`src/rtl/io_channel_unit_pkg.sv`:
```
// Shared types and default sizing for the I/O channel responder.
package io_channel_unit_pkg;
    localparam int NUM_CH_DEF     = 16;
    localparam int WIDTH_DEF      = 15;
    localparam int FIFO_DEPTH_DEF = 4;
    localparam int CW_DEF         = $clog2(NUM_CH_DEF);

    typedef logic [WIDTH_DEF-1:0] word_t;
    typedef logic [CW_DEF-1:0]    chan_t;

    typedef struct packed {
        chan_t chan;
        word_t data;
    } out_ent_t;
endpackage

```
`src/rtl/io_fifo.sv`:
```
// Small power-of-two FIFO with occupancy count; head is read straight from storage.
module io_fifo #(
    parameter int DW    = 19,
    parameter int DEPTH = 4
) (
    input  logic                     clk,
    input  logic                     rst,
    input  logic                     push,
    input  logic                     pop,
    input  logic [DW-1:0]            din,
    output logic [DW-1:0]            dout,
    output logic                     full,
    output logic                     empty,
    output logic [$clog2(DEPTH):0]   count
);
    localparam int AW = $clog2(DEPTH);

    logic [DW-1:0] mem [DEPTH];
    logic [AW-1:0] wr_ptr, rd_ptr;
    logic          push_ok, pop_ok;

    assign full    = (count == (AW+1)'(DEPTH));
    assign empty   = (count == '0);
    assign push_ok = push && !full;
    assign pop_ok  = pop && !empty;
    assign dout    = mem[rd_ptr];

    // Pointers wrap naturally because DEPTH is a power of two.
    always_ff @(posedge clk) begin
        if (rst) begin
            wr_ptr <= '0;
            rd_ptr <= '0;
            count  <= '0;
        end else begin
            if (push_ok) begin
                mem[wr_ptr] <= din;
                wr_ptr      <= wr_ptr + 1'b1;
            end
            if (pop_ok)
                rd_ptr <= rd_ptr + 1'b1;
            case ({push_ok, pop_ok})
                2'b10:   count <= count + 1'b1;
                2'b01:   count <= count - 1'b1;
                default: count <= count;
            endcase
        end
    end
endmodule

```
`src/rtl/io_channel_unit.sv`:
```
// I/O channel register file with same-cycle read bypass and an output FIFO
// forwarding every accepted pipeline write to the external device.
module io_channel_unit
    import io_channel_unit_pkg::*;
#(
    parameter int NUM_CH     = NUM_CH_DEF,
    parameter int WIDTH      = WIDTH_DEF,
    parameter int FIFO_DEPTH = FIFO_DEPTH_DEF,
    parameter int CW         = $clog2(NUM_CH)
) (
    input  logic             clk,
    input  logic             rst,
    input  logic             io_wr_en,
    input  logic             io_rd_en,
    input  logic [CW-1:0]    chan,
    input  logic [WIDTH-1:0] wr_data,
    output logic [WIDTH-1:0] rd_data,
    output logic             rd_valid,
    output logic             busy,
    output logic             overflow,
    input  logic             in_valid,
    input  logic [CW-1:0]    in_chan,
    input  logic [WIDTH-1:0] in_data,
    output logic             out_valid,
    input  logic             out_ready,
    output logic [CW-1:0]    out_chan,
    output logic [WIDTH-1:0] out_data
);
    localparam int CNTW = $clog2(FIFO_DEPTH) + 1;

    logic [WIDTH-1:0]    regs [NUM_CH];
    logic [WIDTH-1:0]    rd_byp;
    logic                wr_acc;
    logic                fifo_full, fifo_empty;
    logic [CNTW-1:0]     fifo_count;
    logic [CW+WIDTH-1:0] fifo_dout;

    // Acceptance looks only at registered state, so a same-cycle pop never unblocks a write.
    assign wr_acc    = io_wr_en && !fifo_full;
    assign busy      = (fifo_count == CNTW'(FIFO_DEPTH));
    assign out_valid = !fifo_empty;
    assign {out_chan, out_data} = fifo_dout;

    io_fifo #(.DW(CW + WIDTH), .DEPTH(FIFO_DEPTH)) u_fifo (
        .clk   (clk),
        .rst   (rst),
        .push  (wr_acc),
        .pop   (out_ready),
        .din   ({chan, wr_data}),
        .dout  (fifo_dout),
        .full  (fifo_full),
        .empty (fifo_empty),
        .count (fifo_count)
    );

    always_comb begin
        rd_byp = regs[chan];
        if (in_valid && in_chan == chan)
            rd_byp = in_data;
        if (wr_acc)
            rd_byp = wr_data;
    end

    always_ff @(posedge clk) begin
        if (rst) begin
            for (int i = 0; i < NUM_CH; i++)
                regs[i] <= '0;
        end else begin
            for (int i = 0; i < NUM_CH; i++) begin
                if (wr_acc && chan == CW'(i))
                    regs[i] <= wr_data;
                else if (in_valid && in_chan == CW'(i))
                    regs[i] <= in_data;
            end
        end
    end

    always_ff @(posedge clk) begin
        if (rst) begin
            rd_data  <= '0;
            rd_valid <= 1'b0;
            overflow <= 1'b0;
        end else begin
            rd_valid <= io_rd_en;
            if (io_rd_en)
                rd_data <= rd_byp;
            if (io_wr_en && busy)
                overflow <= 1'b1;
        end
    end
endmodule
```
`config.mk`:
```
export PLATFORM = sky130hd
export DESIGN_NAME = io_channel_unit
export DESIGN_NICKNAME = d
export VERILOG_FILES = /design/src/rtl/io_channel_unit_pkg.sv /design/src/rtl/io_fifo.sv /design/src/rtl/io_channel_unit.sv
export SDC_FILE = /design/constraint.sdc
export NUM_CORES = 1
export LEC_CHECK = 0
export CORE_ASPECT_RATIO = 0.5
export CORE_UTILIZATION = 65
export DETAILED_ROUTE_END_ITERATION = 8
export PLACE_DENSITY = 0.85
export SETUP_SLACK_MARGIN = 0.1
export SYNTH_ARGS = -nofsm -noshare
export SYNTH_HDL_FRONTEND = slang
export SYNTH_SLANG_ARGS = --single-unit
```
`constraint.sdc`:
```
create_clock -name clk -period 7.36 [get_ports clk]
set_clock_uncertainty 0.1 [all_clocks]
set_input_delay 1.104 -clock clk [delete_from_list [all_inputs] [get_ports clk]]
set_output_delay 1.104 -clock clk [all_outputs]
set_load 0.02 [all_outputs]
```
## Word-level counts from Yosys, hierarchy flattened

Memory sizes are Yosys's and may differ from the RTL's. A register that Yosys moved wholly into a read port is not among the register bits.
Cells that the tools add are included.

| word-level totals | value |
|---|---|
| RAM bits | 316 |
| register bits | 24 |
| bits in latches | 0 |
| input port bits | 44 |
| word-level logic and storage cells | 275 |
| memories kept | 2 |
| bits in read-only memories | 0 |

| cells by class | value |
|---|---|
| multiplexer cells | 154 |
| $mul | 0 |
| add/sub/neg operators | 4 |
| shift-type cells | 0 |
| bitwise gates (word level) | 32 |
| reductions and logical operators | 43 |
| magnitude comparators | 0 |
| equal/unequal tests | 34 |
| div/mod/pow operators | 0 |

Memory list:

| name | depth | bits a word | read ports | clocked after memory_dff | write ports | line | RTL |
|---|---|---|---|---|---|---|---|
| regs | 16 | 15 | 1 | 0 | 16 | io_channel_unit.sv:31 | `logic [WIDTH-1:0] regs [NUM_CH];` |
| u_fifo.mem | 4 | 19 | 1 | 1 | 1 | io_fifo.sv:18 | `logic [DW-1:0] mem [DEPTH];` |

Operators with widths:

| kind | count |
|---|---|
| $mux 15 | 34 |
| $mux 1 | 117 |
| $eq 4x4->1 const B | 16 |
| $logic_and 1x1->1 | 37 |
| $eq 4x3->1 const B | 8 |
| $or 1x1->1 | 32 |
| $eq 4x2->1 const B | 4 |
| $eq 4x1->1 const B | 2 |
| $logic_not 4->1 | 2 |
| $pmux 3 s2 | 1 |
| $add 2x1->2 const B | 2 |
| $eq 4x4->1 | 1 |
| $mux 2 | 2 |
| $add 3x1->3 const B | 1 |
| $eq 3x3->1 const B | 1 |
| $logic_not 3->1 | 1 |
| $sub 3x1->3 const B | 1 |
| $eq 2x1->1 const B | 1 |
| $eq 2x2->1 const B | 1 |
| $logic_not 1->1 | 2 |
| $reduce_bool 2->1 | 1 |

## Depth between registers and ports, before layout

Gate-level depths: netlist (run 1).

| depth | value |
|---|---|
| word-level depth | 9 |
| gate-level depth with buffers | 10 |
| mapped depth without buffers | 10 |

## Cells and area by module

From an unflattened synthesis (run 1), not the netlist that was laid out.

| second synthesis, totals | value |
|---|---|
| cells, all modules | 1170 |
| area, all modules | 16930.0 µm² |

Modules (own cells, without submodules):

| module | cells each | area each (µm²) | seq. area each (µm²) | times used |
|---|---|---|---|---|
| io_channel_unit | 1017 | 13658.1 | 7547.2 | 1 |
| io_fifo | 153 | 3271.9 | 2462.4 | 1 |

## Least setup slack after synthesis (run 1)

No wires, ideal clock.

| timing | value |
|---|---|
| path type | input port to flip-flop |
| start point | in rst |
| end point | mem u_fifo.mem[0][0], enable pin |
| arrival time | 3.338 ns |
| setup time | 0.423 ns |
| stages on the path | 5 |
| path slack | 3.499 ns |
| data required time | 6.837 ns |
| cell sequence | buf_2 buf_2 clkbuf_1 buf_1 nor3b_1 |

| between the ends | value |
|---|---|
| longest elaborated chain between the ends | 2 |

Ends and longest elaborated chain:

| what | line | RTL |
|---|---|---|
| start, declared | io_channel_unit.sv:12 | `input logic rst,` |
| $mux 1 | io_fifo.sv:30 | `if (rst) begin` |
| $mux 1 (implied by the code) | io_fifo.sv:36 | `mem[wr_ptr] <= din;` |
| end, declared | io_fifo.sv:18 |  |

No other way between the ends.

==> results.md, run 1 <==
Status:
- The run finished with clean final reports.

STA:
- For the final routed database, the setup TNS stands at 0 ns.
- The final-report setup violation count is 0.
- The maximum achievable frequency is 233 MHz.
- Headroom to the max-slew limit came out at 16.7%.
- The number of hold violations in the final report is 0.
- Setup slack closes at 3.06 ns.
- Setup repair after global routing left no endpoint under its margin.
- The number of pins with negative max-slew slack in the final report is 0.
- At the pin with the least slew margin, the transition time is roughly 1.2 ns.
- The clock period could shrink to about 4.3 ns.
- The final critical path takes up 58.4% of the cycle.
- Hold is met by 0.423 ns.

Clock tree:
- The number of clock buffers added by TritonCTS is 29.
- CTS built an H-tree with a depth of 1.
- Post-CTS timing repair inserted 0 buffers for setup.
- The number of clock sinks is 342.
- The TritonCTS clock tree is done.
- The clock root buffer is clkbuf_16.
- After clock tree synthesis, the clock-pin slew on the worst setup and hold paths is 0.07 ns.
- At the later pin of the worst-skew pair, clock insertion delay measures 0.57 ns.
- The quantity of hold-fixing buffers added after cts is 0.
- No sink is reached through more buffers than the 3 on the longest clock path.
- The count of cells resized by post-cts repair is 0.

Pwr:
- Cell internal power was estimated by the tool at 3.47 mW.
- Across the VDD grid, the largest voltage drop is 0.203 mV.
- For this design the static power due to leakage is 6.50 nW.
- Of the total power, the clock network draws 33.3%.
- The post-route total power is roughly 4.7 mW.
- The proportion of power drawn by flip-flops and latches is 49.2%.
- Combinational logic burns 17.4% of the power.
- The net switching fraction of the power is a little over a quarter.
- In this run the power density over the cells is 253 nW/um2.
- The switching component of the power is 1.24 mW.

Worst setup path:
- The worst setup path is launched from a primary input.
- The critical path data arrival time is 4.51 ns.
- The data required time of the worst path is 7.58 ns.
- In this run the worst path has a maximum fanout of 22.
- The type of the worst setup path is in2reg.
- The nature of the critical path endpoint is a register.

Die:
- The core region area is 24500 um2.
- The chip width is 228 um.
- The die is between 100 and 150 um tall.
- The number of placed I/O pins is 82.
- The row count is 40.
- The die covers 26200 um2.
- The initial utilization of the core area, before any placement, comes to between 60 and 70%.

Placement:
- The count of buffers added on input and output ports is 81.
- At the end of routability-driven placement, the weighted congestion stood at around 0.97.
- The area of placed instances is around 18000 um2.
- The detailed placement HPWL is 28000 um.
- OpenSTA, run right after detailed placement, puts the worst setup slack at around 2.6 ns.

Routing:
- The mean routed wirelength per cell is 29.6 um.
- The average vias per placed instance is between 7 and 8.
- For this run, design rule violations remaining after detail routing come to 0.
- The number of iterations in the first detailed-routing pass is 5.
- The violation count after the first detailed-route iteration is 1926.
- Wires add up to 44300 um.
- Across all layers, the routed design uses 11100 vias.
- Once detail routing completed, the nets flagged for antenna violations numbered 0.

Yosys:
- Among all flip-flop cells after synthesis, the most frequent one is edfxtp_1.
- Counting every net in the synthesized netlist gives 1147.
- Synthesis handed over a netlist of between 1000 and 1500 instances.
- The average instance in the mapped netlist occupies 15.1 um2.
- The number of register bits inferred by synthesis is about 340.
- For this run, the number of Yosys warnings is 0.
- The synthesized cell area is 16600 um2.
- The area share of the largest cell type after synthesis is 57.1%.
- Ranked by instance count, the synthesized netlist is headed by edfxtp_1 (316), a22o_1 (150), mux2_2 (88).
- The share of flip-flops with an asynchronous set or reset is 0%.
- The fraction of the yosys area taken by sequential cells is 60.2%.
- The count of unique library cells instantiated by Yosys is 56.
- The number of enable flip-flop cells after synthesis is 316.
- The largest total area in the synthesized netlist belongs to edfxtp_1.
- By area the synthesized netlist is led by edfxtp_1 (57%), mux4_2 (11%), a22o_1 (7.9%).
- The most numerous cell in the Yosys netlist is edfxtp_1.

Cells and area:
- The layout cell share with drive strength beyond 1 is 24.6%.
- Summing all multi-input logic gate instances after layout gives approximately 6000 um2.
- The layout net count is roughly 1200.
- Counting the fill cells in the layout gives 1400.
- After routing the design area is about 19000 um2.
- The area of all sequential standard cells is around 10000 um2.
- The area growth from synthesis to layout is 11.9%.

Hold path:
- The path class of the tightest hold or removal check is reg2reg.

Global route:
- The initial antenna violation count is 1.
- The pin count of the biggest net entering global routing is between 80 and 90.
- The residual overflow from global routing is 0.
- The wire length of the first global-routing pass is approximately 66000 um.
- The global-route usage over all layers is 34.1%.
- The number of global-route vias before repair is 10700.

Job:
- The max-capacitance violation count is 0.
-- layout make-up --
class / count / area share [%]
antenna: 2 / 0.0269
clock buffer: 37 / 4.17
tap: 336 / 2.26
clock inverter: 17 / 0.895
inverter: 10 / 0.215
sequential: 342 / 53.8
timing repair buffer: 118 / 5.79
multi-input combinational: 632 / 32.8
-- power groups by stage --
stage          Clock, mW  Combinational (mW)  Sequential, mW
5_1_grt             1.62               0.862            2.33
3_3_place_gp           0               0.778            2.34
2_1_floorplan          0               0.502            2.35
4_1_cts             1.55               0.810            2.32
6_report            1.57               0.821            2.32
3_5_place_dp           0               0.798            2.36
-- kinds of logic (layout without fill, tap and decap cells) --
group	Yosys count	in the layout	share of synthesized area (%)
flops	342	342	60.2
compound gates	290	290	13.7
mux	170	170	16.8
simple gates	157	157	4.91
buf+inv	123	182	3.34
xor+xnor	9	9	0.474
fa+ha+maj	6	6	0.497
other cells	0	2	0
-- state kept, by name (all words and copies together), names as in the netlist, named ones only --
signal	count
regs	240
u_fifo.mem	76
rd_data	15
u_fifo.count	3
u_fifo.rd_ptr	2
u_fifo.wr_ptr	2
overflow	1
rd_valid	1
-- worst max-delay path, stage by stage --
cell and delay, ns:
clkdlybuf4s50_1 1.03, inv_1 0.47, or3_1 0.72, o211ai_4 0.76, mux2_2 0.42
-- routing by layer --
| layer | wire length, um | track usage, % | vias to the layer above |
|---|---|---|---|
| met2 | 19800 | 52.9 | 920 |
| met3 | 6850 | 8.80 | 119 |
| li1 | - | - | 4516 |
| met1 | 16300 | 48.3 | 5579 |
| met5 | 13 | 0 | - |
| met4 | 1360 | 10.6 | 2 |
-- path summary, 6_finish.rpt --
kind	slack (ns)	endpoint	depth (start not counted)	start
max	3.06	regs[15][7]$_SDFFCE_PP0P_	5	io_wr_en
min	0.42	u_fifo.wr_ptr[1]$_SDFFE_PP0N_	2	u_fifo.wr_ptr[1]$_SDFFE_PP0N_
max reg2reg	4.24	regs[15][7]$_SDFFCE_PP0P_	5	u_fifo.count[0]$_SDFFE_PP0P_
min reg2reg	0.42	u_fifo.wr_ptr[1]$_SDFFE_PP0N_	2	u_fifo.wr_ptr[1]$_SDFFE_PP0N_
-- placed cells by master, fill, tap and decap left out, types with 3 or more instances in the layout --
cell type	n
nor3_2	5
nor3b_2	4
clkinv_1	3
a21oi_1	30
ha_1	5
nor2b_1	21
nor3_1	3
o221a_2	5
edfxtp_1	316
a31oi_2	3
o211ai_2	4
xor2_1	3
o31ai_1	14
a22o_1	150
a22oi_1	28
clkbuf_1	6
mux4_2	78
dfxtp_1	26
o211a_1	7
buf_4	38
nand3_1	12
or3_1	4
a31oi_1	14
clkdlybuf4s50_1	78
clkinv_2	9
bufinv_16	3
nand2b_1	5
nor2_1	45
nand2_1	37
inv_1	8
nand3_2	3
mux2_2	88
clkbuf_16	29
o21ai_0	15
o21ai_1	14
xnor2_1	6
-- stage by stage --
step	util [%]	cells
6_report	75.8	1494
3_3_place_gp	72.0	1438
4_1_cts	75.8	1492
3_5_place_dp	72.0	1438
2_1_floorplan	-	1097
5_1_grt	75.8	1492
Note: power is estimated with default switching activity, not from simulation.
==> run 2, diff against run 1 <==
Settings changed: CORE_UTILIZATION 65 to 61, PLACE_DENSITY 0.85 to 0.81.
Clock period 7.36 ns to 4.2 ns, I/O delays scaled along.
==> run 2 against run 1 <==
  * Count of clock-buffer cells in the layout increased by 7
  * Sequential share of layout area decreased by 0.65 points
  * Critical path depth decreased by 3
  * Sequential power increased by 75%
  * Non-clock buffer count increased by 26
  * Clock power increased by 77%
  * Total power increased by 76%
  * Combinational power increased by 78%
  * Global-route usage decreased by 0.60 points
==> results.md, run 2 (synthesized netlist as in run 1, its figures left out) <==
Clock tree:
- Gates resized during post-CTS repair numbered 0.
- The number of buffers on the longest clock path is 3.
- The quantity of hold-fixing buffers added after cts is 0.
- Counting the buffers created by CTS gives 30.
- In this run the clock root is driven by a clkbuf_16.
- The later-pin clock latency in the skew report is 0.57 ns.
- Counting every sink on the clock net gives around 340.
- The TritonCTS clock tree is done.
- Buffers added to address setup during post-CTS repair amount to 0.
- CTS built an H-tree with a depth of 1.
- Clock-pin slew was measured on the worst setup and hold paths at ~0.070 ns.

Worst setup path:
- Among cell families on the critical path, the largest total delay comes from flip-flops.
- Counting both buffers and inverters, the worst setup path holds a total of 1.
- The capturing point of the worst reg2reg path is u_fifo.count[2]$_SDFFE_PP0P_.
- STA classifies the critical path startpoint as a register.
- At the worst endpoint, the required time is 3.47 ns.
- The worst register-to-register path has a setup slack of between 1 and 1.5 ns.
- The critical path data arrival time is 2.47 ns.
- Walking the worst path, the cells encountered are mux4_2, clkdlybuf4s50_1.
- For this run, the slowest stage of the critical path takes 0.90 ns.
- The worst setup path is captured at a primary output.
- Measured in cells, the most critical reg-to-reg path has a length of 10.
- The type of the worst setup path is reg2out.
- The maximum fanout count along the critical path is 19.
- The slowest stage cell on the critical path is dfxtp_1.
- The startpoint identified for the worst register-to-register timing path is u_fifo.count[0]$_SDFFE_PP0P_.

Cells and area:
- After filler insertion, the fill cell instance count of the layout stands at 1630.
- The top register by number of flip-flops is regs.
- The largest registers in the layout are regs: 240 flops, u_fifo.mem: 76 flops, rd_data: 15 flops.
- In the layout the commonest cells are edfxtp_1 (316), a22o_1 (150), mux2_2 (88).
- The leading cell type in the layout, fill and taps excluded is edfxtp_1.
- The layout net count is 1210.
- The register with the most flip-flops in the layout has 240 of them.
- The area growth from synthesis to layout is 13.3%.
- The layout cell share with drive strength beyond 1 is 25.4%.
- At the end of the flow the core is filled with cells to 70.8%.

STA:
- Hold timing on the final database bottoms out at a slack of 0.393 ns.
- The slew at the pin closest to its max-slew limit is 1.24 ns.
- The final-report setup violation count is 0.
- The minimum clock period is 3.20 ns.
- After routing, the total negative slack on setup checks comes to 0 ns.
- Setup repair after global routing left no endpoint under its margin.
- The worst pin sits at a relative slew slack of 17.1%.
- The number of pins with negative max-slew slack in the final report is 0.
- The maximum achievable frequency is 313 MHz.
- The number of hold violations in the final report is 0.
- In the finished design, the share of the clock period the worst path needs comes to 76.1%.

Status:
- The flow ran to the end, and the final reports show no timing, DRC or antenna violations.

Routing:
- The residual DRC count is 0.
- Wires add up to 46400 um.
- The average vias per placed instance is 7.32.
- The number of iterations in the first detailed-routing pass is 6.
- The post-route antenna net violation count is 0.
- The mean routed wirelength per cell is 30.1 um.
- The total number of vias is 11300.
- The violation count after the first detailed-route iteration is 1558.

Pwr:
- The design draws between 8 and 9 mW.
- The power density over the cells is 441 nW/um2.
- The static leakage is 6.64 nW.
- The peak supply drop is 0.305 mV.

Hold path:
- The type of the tightest min-delay check is reg2reg.
- Counting instances, the worst hold path has a depth of 2.
- The path with the worst hold slack has its endpoint at overflow$_SDFFE_PP0P_.
- The startpoint identified for the worst hold timing path is overflow$_SDFFE_PP0P_.

Global route:
- The number of global-route vias before repair is 11000.
- The residual overflow from global routing is 0.
- In the global route stage, overall resource usage came out at 33.5%.
- The initial antenna violation count came to 3.
- The wire length of the first global-routing pass is between 60000 and 70000 um.
- Entering global routing, the biggest net connects between 40 and 50 pins.

Die:
- 82 I/O pins were placed.
- Measured along the x axis, the die boundary spans 235 um.
- The die covers 27900 um2.
- After floorplanning, the core was sized to cover 26600 um2.
- The floorplan step set the die height to 119 um.
- The initialized floorplan defines 42 standard-cell rows.
- The initial utilization of the core area, before any placement, comes to a little over three fifths.

Placement:
- The congestion estimate from routability-driven global placement came to 0.965.
- The HPWL after detailed placement is 29600 um.
- Buffers placed on the I/O ports in this run total 81.

Job:
- The tool flagged a number of max-cap violations equal to 0.
run 2: worst max path at each step:
stage                                       from  cells past startpoint                            to  slack, ns
floorplan                                    rst                      5    u_fifo.mem[0][0]$_DFFE_PP_       0.81
finish                                  register                      2                   out_data[7]       1.00
detailed placement                      io_wr_en                     11  u_fifo.count[2]$_SDFFE_PP0P_       0.73
global route        u_fifo.count[0]$_SDFFE_PP0P_                     10  u_fifo.count[2]$_SDFFE_PP0P_       0.90
CTS                                     register                      2                   out_data[7]       0.94
global placement                         chan[3]                      4      regs[1][1]$_SDFFCE_PN0P_       0.83
run 2: layout make-up:
| cell class | instances | area, um2 | area share [%] |
|---|---|---|---|
| Sequential cell | 342 | 10000 | 53.2 |
| Multi-Input combinational cell | 632 | 6080 | 32.3 |
| Timing Repair Buffer | 144 | 1270 | 6.75 |
| Clock buffer | 44 | 845 | 4.49 |
| Tap cell | 352 | 440 | 2.34 |
| Clock inverter | 12 | 133 | 0.705 |
| Inverter | 10 | 40.0 | 0.213 |
| Antenna cell | 2 | 5.00 | 0.0266 |
run 2: power breakdown:
| part | switching, mW | leakage, nW | total (mW) | internal, mW |
|---|---|---|---|---|
| registers | 0.0964 | 3.37 | 4.06 | 3.96 |
| logic | 0.833 | 2.79 | 1.46 | 0.626 |
| clock network | 1.21 | 0.474 | 2.78 | 1.57 |
run 2: worst min-delay path, stage by stage (launching register included):
cell and delay, ns:
dfxtp_1 0.34, a21oi_1 0.05, nor2_1 0.07
run 2: routing by layer:
layer	up-vias	GRT usage, %	wire length (um)
met5	-	0	10
met4	2	12.4	1820
met3	144	12.0	7360
met2	964	50.9	20700
li1	4585	-	-
met1	5558	44.7	16400
run 2: per-stage QoR:
stage / cell area, um2 / setup slack [ns] / std cells
final: 18800 / 1.00 / 1538
after global routing: 18800 / 0.901 / 1537
after CTS: 18800 / 0.944 / 1536
after detailed placement: 17800 / 0.733 / 1480
after global placement: 17800 / 0.834 / 1480
after floorplan: 16600 / 0.813 / 1097
